$ cat config.mk
export PLATFORM = sky130hd
export DESIGN_NAME = desserializador_7bits
export DESIGN_NICKNAME = d
export VERILOG_FILES = /design/src/rtl/desserializador_7bits.sv
export SDC_FILE = /design/constraint.sdc
export NUM_CORES = 1
export LEC_CHECK = 0
export BUFFER_PORTS_ARGS = -buffer_cell sky130_fd_sc_hd__buf_2
export CAP_MARGIN = 20
export CORE_MARGIN = 4
export CORE_UTILIZATION = 55
export CTS_CLUSTER_SIZE = 24
export DETAILED_ROUTE_END_ITERATION = 10
export PLACE_DENSITY_LB_ADDON = 0.1
export SYNTH_ARGS = -nofsm -noshare
export SYNTH_HDL_FRONTEND = slang
export SYNTH_SLANG_ARGS = --single-unit
$ cat constraint.sdc
create_clock -name clk -period 2.6 [get_ports clk]
set_input_delay 0.52 -clock clk [delete_from_list [all_inputs] [get_ports clk]]
set_output_delay 0.52 -clock clk [all_outputs]
set_load 0.05 [all_outputs]
$ cat src/rtl/desserializador_7bits.sv
// desserializador_7bits
// Serial-in, parallel-out receiver for 7-bit column words. Each frame is a
// low start bit, seven data bits sent MSB first, and a high stop bit.
//
// Ports:
//   clk          - single clock, rising edge
//   reset        - synchronous, active-high
//   d            - serial line (idle high, start bit low)
//   lido         - consumer acknowledge: clears pronto and sobreposicao
//   bits         - last correctly framed word (bits[6] = first data bit)
//   pronto       - word available and not yet acknowledged
//   ocupado      - a frame is being received
//   erro_quadro  - one-cycle pulse when the stop bit is sampled low
//   sobreposicao - sticky overrun flag: an unacknowledged word was replaced
//
// Handshake: pronto rises on the edge that samples a good stop bit. The
// consumer holds lido high for at least one edge to take the word. A lido on
// the same edge as a new stop sample counts as taking the old word, so no
// overrun is flagged. All outputs are registered.
module desserializador_7bits #(
    parameter int CICLOS_POR_BIT = 1
) (
    input  logic       clk,
    input  logic       reset,
    input  logic       d,
    input  logic       lido,
    output logic [6:0] bits,
    output logic       pronto,
    output logic       ocupado,
    output logic       erro_quadro,
    output logic       sobreposicao
);

    localparam int         H    = CICLOS_POR_BIT / 2;
    localparam logic [7:0] N_M1 = 8'(CICLOS_POR_BIT - 1);
    // Only meaningful when H > 0; with H = 0 the INICIO state is never entered.
    localparam logic [7:0] H_M1 = (H > 0) ? 8'(H - 1) : 8'd0;

    localparam logic [1:0] OCIOSO = 2'd0;
    localparam logic [1:0] INICIO = 2'd1;
    localparam logic [1:0] DADOS  = 2'd2;
    localparam logic [1:0] PARADA = 2'd3;

    logic [1:0] estado;
    logic [7:0] cnt;
    logic [2:0] idx;
    logic [6:0] sr;
    // Set after a framing error; the line must be seen high once before a
    // new start bit is accepted, so a stuck-low line cannot retrigger.
    logic       espera_ocioso;

    always_ff @(posedge clk) begin
        if (reset) begin
            estado        <= OCIOSO;
            cnt           <= 8'd0;
            idx           <= 3'd0;
            sr            <= 7'd0;
            espera_ocioso <= 1'b0;
            bits          <= 7'd0;
            pronto        <= 1'b0;
            ocupado       <= 1'b0;
            erro_quadro   <= 1'b0;
            sobreposicao  <= 1'b0;
        end else begin
            erro_quadro <= 1'b0;

            // Acknowledge; a good stop sample later in this block overrides
            // pronto so the new word stays flagged.
            if (lido) begin
                pronto       <= 1'b0;
                sobreposicao <= 1'b0;
            end

            case (estado)
                OCIOSO: begin
                    cnt <= 8'd0;
                    idx <= 3'd0;
                    if (espera_ocioso) begin
                        if (d) espera_ocioso <= 1'b0;
                    end else if (!d) begin
                        ocupado <= 1'b1;
                        // With one cycle per bit the start bit is already
                        // confirmed on the detecting edge.
                        if (H == 0) estado <= DADOS;
                        else        estado <= INICIO;
                    end
                end

                INICIO: begin
                    if (cnt == H_M1) begin
                        cnt <= 8'd0;
                        if (!d) begin
                            estado <= DADOS;
                            idx    <= 3'd0;
                        end else begin
                            // Glitch: drop back silently.
                            estado  <= OCIOSO;
                            ocupado <= 1'b0;
                        end
                    end else begin
                        cnt <= cnt + 8'd1;
                    end
                end

                DADOS: begin
                    if (cnt == N_M1) begin
                        cnt <= 8'd0;
                        sr  <= {sr[5:0], d};
                        if (idx == 3'd6) estado <= PARADA;
                        else             idx    <= idx + 3'd1;
                    end else begin
                        cnt <= cnt + 8'd1;
                    end
                end

                PARADA: begin
                    if (cnt == N_M1) begin
                        cnt     <= 8'd0;
                        estado  <= OCIOSO;
                        ocupado <= 1'b0;
                        if (d) begin
                            bits   <= sr;
                            pronto <= 1'b1;
                            if (pronto && !lido) sobreposicao <= 1'b1;
                        end else begin
                            erro_quadro   <= 1'b1;
                            espera_ocioso <= 1'b1;
                        end
                    end else begin
                        cnt <= cnt + 8'd1;
                    end
                end

                default: begin
                    estado  <= OCIOSO;
                    ocupado <= 1'b0;
                end
            endcase
        end
    end

endmodule

==> impl_metrics.yaml, run 1 <==
run_status:
  outcome: "complete, no violations"
logic_synthesis:
  mappedNetlistArea_um2: 1469
  synth_xor_xnor_area_share: 0.03578
  synthesis.instances: 164
  synth_simple_gate_area_share: 0.2249
  yosys-mux-area-fraction: 0.06899
  synthDominantCellAreaShare: 0.4361
  synth-edff-count: 0
  synthDominantAreaCellType: "dfxtp_1"
  synth-seq-cells: 32
  synth_area_per_cell_um2: 8.957
  warnings_synthesis: 0
  synthFlopType: "dfxtp_1"
  synth.distinct_cells: 33
  synthesis.nets: 176
  synthArstFlopShare: 0
  synth_seq_area_share: 0.4361
  adder_cell_share_of_the_synthesized_area: 0.06814
  synthTopCellsByArea: "dfxtp_1 44%, ha_1 6.8%, mux2i_1 6.1%"
  combinational_family_with_the_most_area_after_synthesis: "simple AND/OR/NAND/NOR gates"
  compound_gate_portion_of_the_synthesized_area: 0.1210
pwr:
  pwr-share-clk: 0.243
  cellInternalPower_uw: 808.5
  static-leakage-power_uw: 0.0006592
  switching_share: 0.3317
  power_switching_uw: 401.2
  flop_pwr_share: 0.459
  comb_power_share: 0.297
  power_density_of_the_placed_cells_nw_per_um2: 749.5
  maximum_vdd_drop_mv: 0.5617
placement:
  gp_congestion: 0.8188
  placedInstanceArea_um2: 1555
  buffer_ports.inserted: 14
  dp_hpwl_mm: 2.012
  pre_cts_slack_ps: 485.9
  place.detailed.instances: 202
floorplan:
  chipWidth_um: 59.68
  dieArea_um2: 3562
  site_row_count: 18
  chipHeight_um: 59.68
  io-pin-count: 15
  start_util: 0.5823
  core_um2: 2522
sta:
  maxClockFrequency_mhz: 474.2
  max-slew-margin-rel: 0.5813
  finalSetupViolations: 0
  setup_tns_ps: 0
  maxSlewViolCount: 0
  finalCritPeriodShare: 0.8111
  hold_viol_final: 0
  min_period_ps: 2109
  rsz0062_at_grt: "no"
  worst_clock_skew_ps: 11.44
  finalWorstSetupSlack_ps: 491.1
  tightestPinTransition_ps: 623.3
job:
  max-cap-violations: 0
grt:
  grt_antenna_before_repair: 0
  grt_usage: 0.1892
  grt_start_max_net_pins: 28
  first_global_vias: 1219
  congestion_overflow_gr: 0
  grt_pass1_wl_mm: 5.106
clock_network:
  cts_post_setup_buffers_inserted: 0
  cts-root-buf: "clkbuf_4"
  hold_buffers: 0
  postCtsResizedCells: 0
  clk_path_buf_depth: 2
  insertion_delay_ps: 330
  cts-buffers-inserted: 5
  clk_pin_slew_ps: 80
  cts_tree: "built"
  numClockSinks: 32
  number_of_h_tree_branching_levels: 2
route:
  dr.pass1.iters: 4
  postRouteWirelength_mm: 2.787
  detailedRoute.firstIterationViolations: 62
  post_drt_via_cell_ratio: 5.810
  wire_length_per_cell_um: 13.27
  drt.antenna.violating_nets: 0
  drc: 0
  vias: 1220
setup_path:
  cp.required_ps: 2800
  slack_of_the_worst_reg_to_reg_path_ps: 490
  cp-start-kind: "flip-flop"
  critical_path.endpoint_type: "flip-flop"
  cp_slowest_cell: "or4b_1"
  cp.arrival_ps: 2310
  cp_cell_sequence: "inv_1 > ha_1 > or4b_1 > nor3_4 > mux2i_1 > nor2_1"
  setup.worst_path.class: "flip-flop to flip-flop"
  worst_path_largest_cell_delay_ps: 550
  crit_fanout: 9
finish:
  post_route_cells_drive_above_1_share: 0.1444
  stdcell_count: 210
  antenna_cells: 0
  layout.core_utilization: 0.6399
  final_design_instance_area_without_fill_um2: 1614
  area.growth.synth_to_final_pct: 9.881
  nets: 191
min_path:
  holdCritPathClass: "input port to flip-flop"
==> Yosys cell counts, drive strengths merged, types with 5 or more instances <==
cell,instances
dfxtp,32
nor2,20
nand3,12
a21oi,11
inv,10
nand2,10
mux2i,9
ha,8
clkbuf,5
nor3,5
or3,5
xor2,5
==> registers in the layout (all words and copies together), names as in the netlist <==
signal,flops
sr,7
sobreposicao,1
espera_ocioso,1
bits,7
estado,2
idx,3
ocupado,1
pronto,1
erro_quadro,1
cnt,8
==> layout by cell type, fill, tap and decap left out, types with 8 or more instances in the layout <==
| master | synthesis | final |
|---|---|---|
| ha_1 | 8 | 8 |
| nor2_1 | 19 | 19 |
| mux2i_1 | 9 | 9 |
| buf_2 | 2 | 14 |
| nand2_1 | 10 | 10 |
| nand3_1 | 12 | 12 |
| inv_1 | 10 | 10 |
| dfxtp_1 | 32 | 32 |
| a21oi_1 | 11 | 11 |
==> worst max-delay path: cells and delay by family, from the launching register on <==
kind / cells / cell delay (ps)
flops: 1 / 360
fa+ha+maj: 1 / 140
simple gates: 3 / 1140
buf+inv: 1 / 70
mux: 1 / 270
==> cells by family after synthesis <==
family / after synthesis
buffers and inverters: 17
adder cells (fa/ha/maj): 8
multiplexers: 10
flip-flops: 32
AND/OR/NAND/NOR: 64
XOR/XNOR: 6
AO/OA/AOI/OAI: 27
==> through the flow <==
stage	total power, µW	hold WS, ps
final	1210	368.2
after detailed placement	925.6	447.6
after global routing	1298	355.6
after global placement	913.1	449.7
after CTS	1221	347.3
after floorplan	842.4	436.0
==> power by group through the flow <==
| stage | sequential, µW | clock (µW) | combinational, µW |
|---|---|---|---|
| 5_1_grt | 561 | 330 | 407 |
| 3_5_place_dp | 567 | 0 | 359 |
| 2_1_floorplan | 590 | 0 | 253 |
| 4_1_cts | 555 | 305 | 362 |
| 3_3_place_gp | 564 | 0 | 349 |
| 6_report | 556 | 295 | 360 |
==> path summary, 6_finish.rpt <==
path,to,cells after the start,start
setup / recovery,bits[1],6,cnt[0]
hold reg to reg,sr[6],2,sr[6]
hold / removal,sobreposicao,2,lido
setup reg to reg,bits[1],6,cnt[0]
==> metal layers <==
metal  vias to the layer above  GRT usage  wire [µm]
li1                        600          -          -
met4                         0    0.07595         57
met1                       583     0.2386       1279
met2                        29     0.2978       1304
met5                         -          0          0
met3                         8    0.06048        146
==> area by class of cell <==
cell class | instances | area (µm²)
Inverter | 10 | 37.54
Clock buffer | 8 | 58.81
Sequential cell | 32 | 640.6
Multi-Input combinational cell | 115 | 762.0
Tap cell | 30 | 37.54
Fill cell | 233 | 908.4
Timing Repair Buffer | 15 | 77.57
Note: power is estimated with default switching activity, not from simulation.
==> inputs of run 2 (changes only) <==
- CORE_UTILIZATION: 55 -> 51
- clock period: 2.6 -> 1.9 ns (I/O delays scaled with it)
==> impl_metrics.yaml, run 2 (synthesized netlist as in run 1, its figures left out) <==
pwr:
  power_switching_uw: 587.9
  maximum_vdd_drop_mv: 0.6426
  flop_pwr_share: 0.443
  cellInternalPower_uw: 1146
  comb_power_share: 0.324
  pwr-share-clk: 0.233
  power_density_of_the_placed_cells_nw_per_um2: 1013
  switching_share: 0.3390
  static-leakage-power_uw: 0.0007024
placement:
  pre_cts_slack_ps: -7.196
  place.detailed.instances: 211
  gp_congestion: 0.8163
  dp_hpwl_mm: 2.099
  buffer_ports.inserted: 14
sta:
  maxClockFrequency_mhz: 548.6
  hold_viol_final: 0
  finalSetupViolations: 0
  worst_clock_skew_ps: 10.74
  finalCritPeriodShare: 0.9593
  tightestPinTransition_ps: 474.5
  maxSlewViolCount: 0
  max-slew-margin-rel: 0.6803
  finalWorstSetupSlack_ps: 77.25
  min_period_ps: 1823
  setup_tns_ps: 0
setup_path:
  slack_of_the_worst_reg_to_reg_path_ps: 80
  cp_cell_sequence: "inv_1 > ha_1 > or3_1 > a21boi_0 > mux2_2"
  cp-start-kind: "flip-flop"
  setup.worst_path.start: "estado[1]"
  critical_path_cell_count: 5
  critPathBufInv: 1
  reg2reg_from: "estado[1]"
  r2r-end: "ocupado"
  worst_path_largest_cell_delay_ps: 430
  setup.worst_path.class: "flip-flop to flip-flop"
  cp_slowest_cell: "dfxtp_1"
  critical_path.endpoint_type: "flip-flop"
  r2r.worst_path.cells: 5
  worstSetupEndpoint: "ocupado"
  cp.arrival_ps: 2050
  crit_fanout: 4
  cp.required_ps: 2120
  timing.critical_path.max_delay_family: "flip-flops"
route:
  vias: 1216
  wire_length_per_cell_um: 13.90
  drt.antenna.violating_nets: 0
  detailedRoute.firstIterationViolations: 118
  post_drt_via_cell_ratio: 5.553
  postRouteWirelength_mm: 3.044
  dr.pass1.iters: 4
  drc: 0
grt:
  grt_usage: 0.1859
  grt_start_max_net_pins: 28
  first_global_vias: 1174
  grt_pass1_wl_mm: 5.092
  congestion_overflow_gr: 0
  grt_antenna_before_repair: 0
clock_network:
  clk_path_buf_depth: 2
  numClockSinks: 32
  cts-buffers-inserted: 5
  cts_tree: "built"
  cts-root-buf: "clkbuf_4"
  insertion_delay_ps: 330
  number_of_h_tree_branching_levels: 2
  clk_pin_slew_ps: 90
floorplan:
  site_row_count: 19
  core_um2: 2758
  chipHeight_um: 61.67
  dieArea_um2: 3803
  chipWidth_um: 61.67
  start_util: 0.5327
  io-pin-count: 15
finish:
  layout.core_utilization: 0.6207
  final_common_cell: "dfxtp_1"
  seq_area_um2: 641.9
  mostFrequentLayoutCells: "31 x dfxtp_1, 19 x nor2_1, 14 x buf_2"
  multiInputGateArea_um2: 784.5
  antenna_cells: 0
  layout_top_registers: "cnt: 8 flops, bits: 7 flops, sr: 7 flops"
  largest_register_ffs: 8
  num-fill-cells: 242
  area.growth.synth_to_final_pct: 16.52
  regMostFlops: "cnt"
  post_route_cells_drive_above_1_share: 0.2021
  stdcell_count: 219
  nets: 199
min_path:
  holdCritPathClass: "input port to flip-flop"
job:
  max-cap-violations: 0
run_status:
  outcome: "complete, no violations"
run 2: final cells by class:
class	count	area share
Clock buffer	8	0.03436
Timing Repair Buffer	23	0.08772
Inverter	10	0.02193
Tap cell	31	0.02266
Sequential cell	32	0.3750
Multi-Input combinational cell	115	0.4583
run 2: power groups by stage:
stage	Combinational, µW	Clock, µW	Sequential (µW)
final	562	404	768
after global routing	627	453	772
after CTS	519	417	762
after detailed placement	515	0	776
after global placement	495	0	772
after floorplan	346	0	807
run 2: layer usage:
layer	share of wire	GRT usage	vias up
met5	0	0	-
met4	0.018	0.1030	0
met3	0.025	0.04612	5
met2	0.48	0.2945	16
met1	0.47	0.2299	582
li1	-	-	613
run 2: what timing repair did:
item	4_1_cts	5_1_grt
pin swaps	0	2
hold buffers	0	0
buffers inserted	0	0
endpoints found under the setup margin	2	3
gates resized for setup	1	4
run 2: worst min-delay path by stage:
stage | to | slack, ps | depth (start not counted) | from
CTS | sobreposicao | 220 | 2 | lido
global placement | sr[6] | 450 | 2 | sr[6]
finish | sobreposicao | 230 | 2 | lido
global route | sobreposicao | 220 | 2 | lido
floorplan | sr[6] | 440 | 2 | sr[6]
detailed placement | sr[6] | 450 | 2 | sr[6]
run 2: through the flow:
stage / power [µW] / hold WS, ps / instance area, µm²
detailed placement: 1291 / 450.4 / 1629
CTS: 1697 / 216.9 / 1692
finish: 1734 / 228.8 / 1712
global placement: 1267 / 446.4 / 1629
global route: 1852 / 223.3 / 1712
floorplan: 1153 / 436.0 / 1469
run 2: worst reg2reg max path, stage by stage, from the launching register on:
cell	delay (ps)
dfxtp_1	430
inv_1	90
ha_1	290
or3_1	360
a21boi_0	210
mux2_2	350
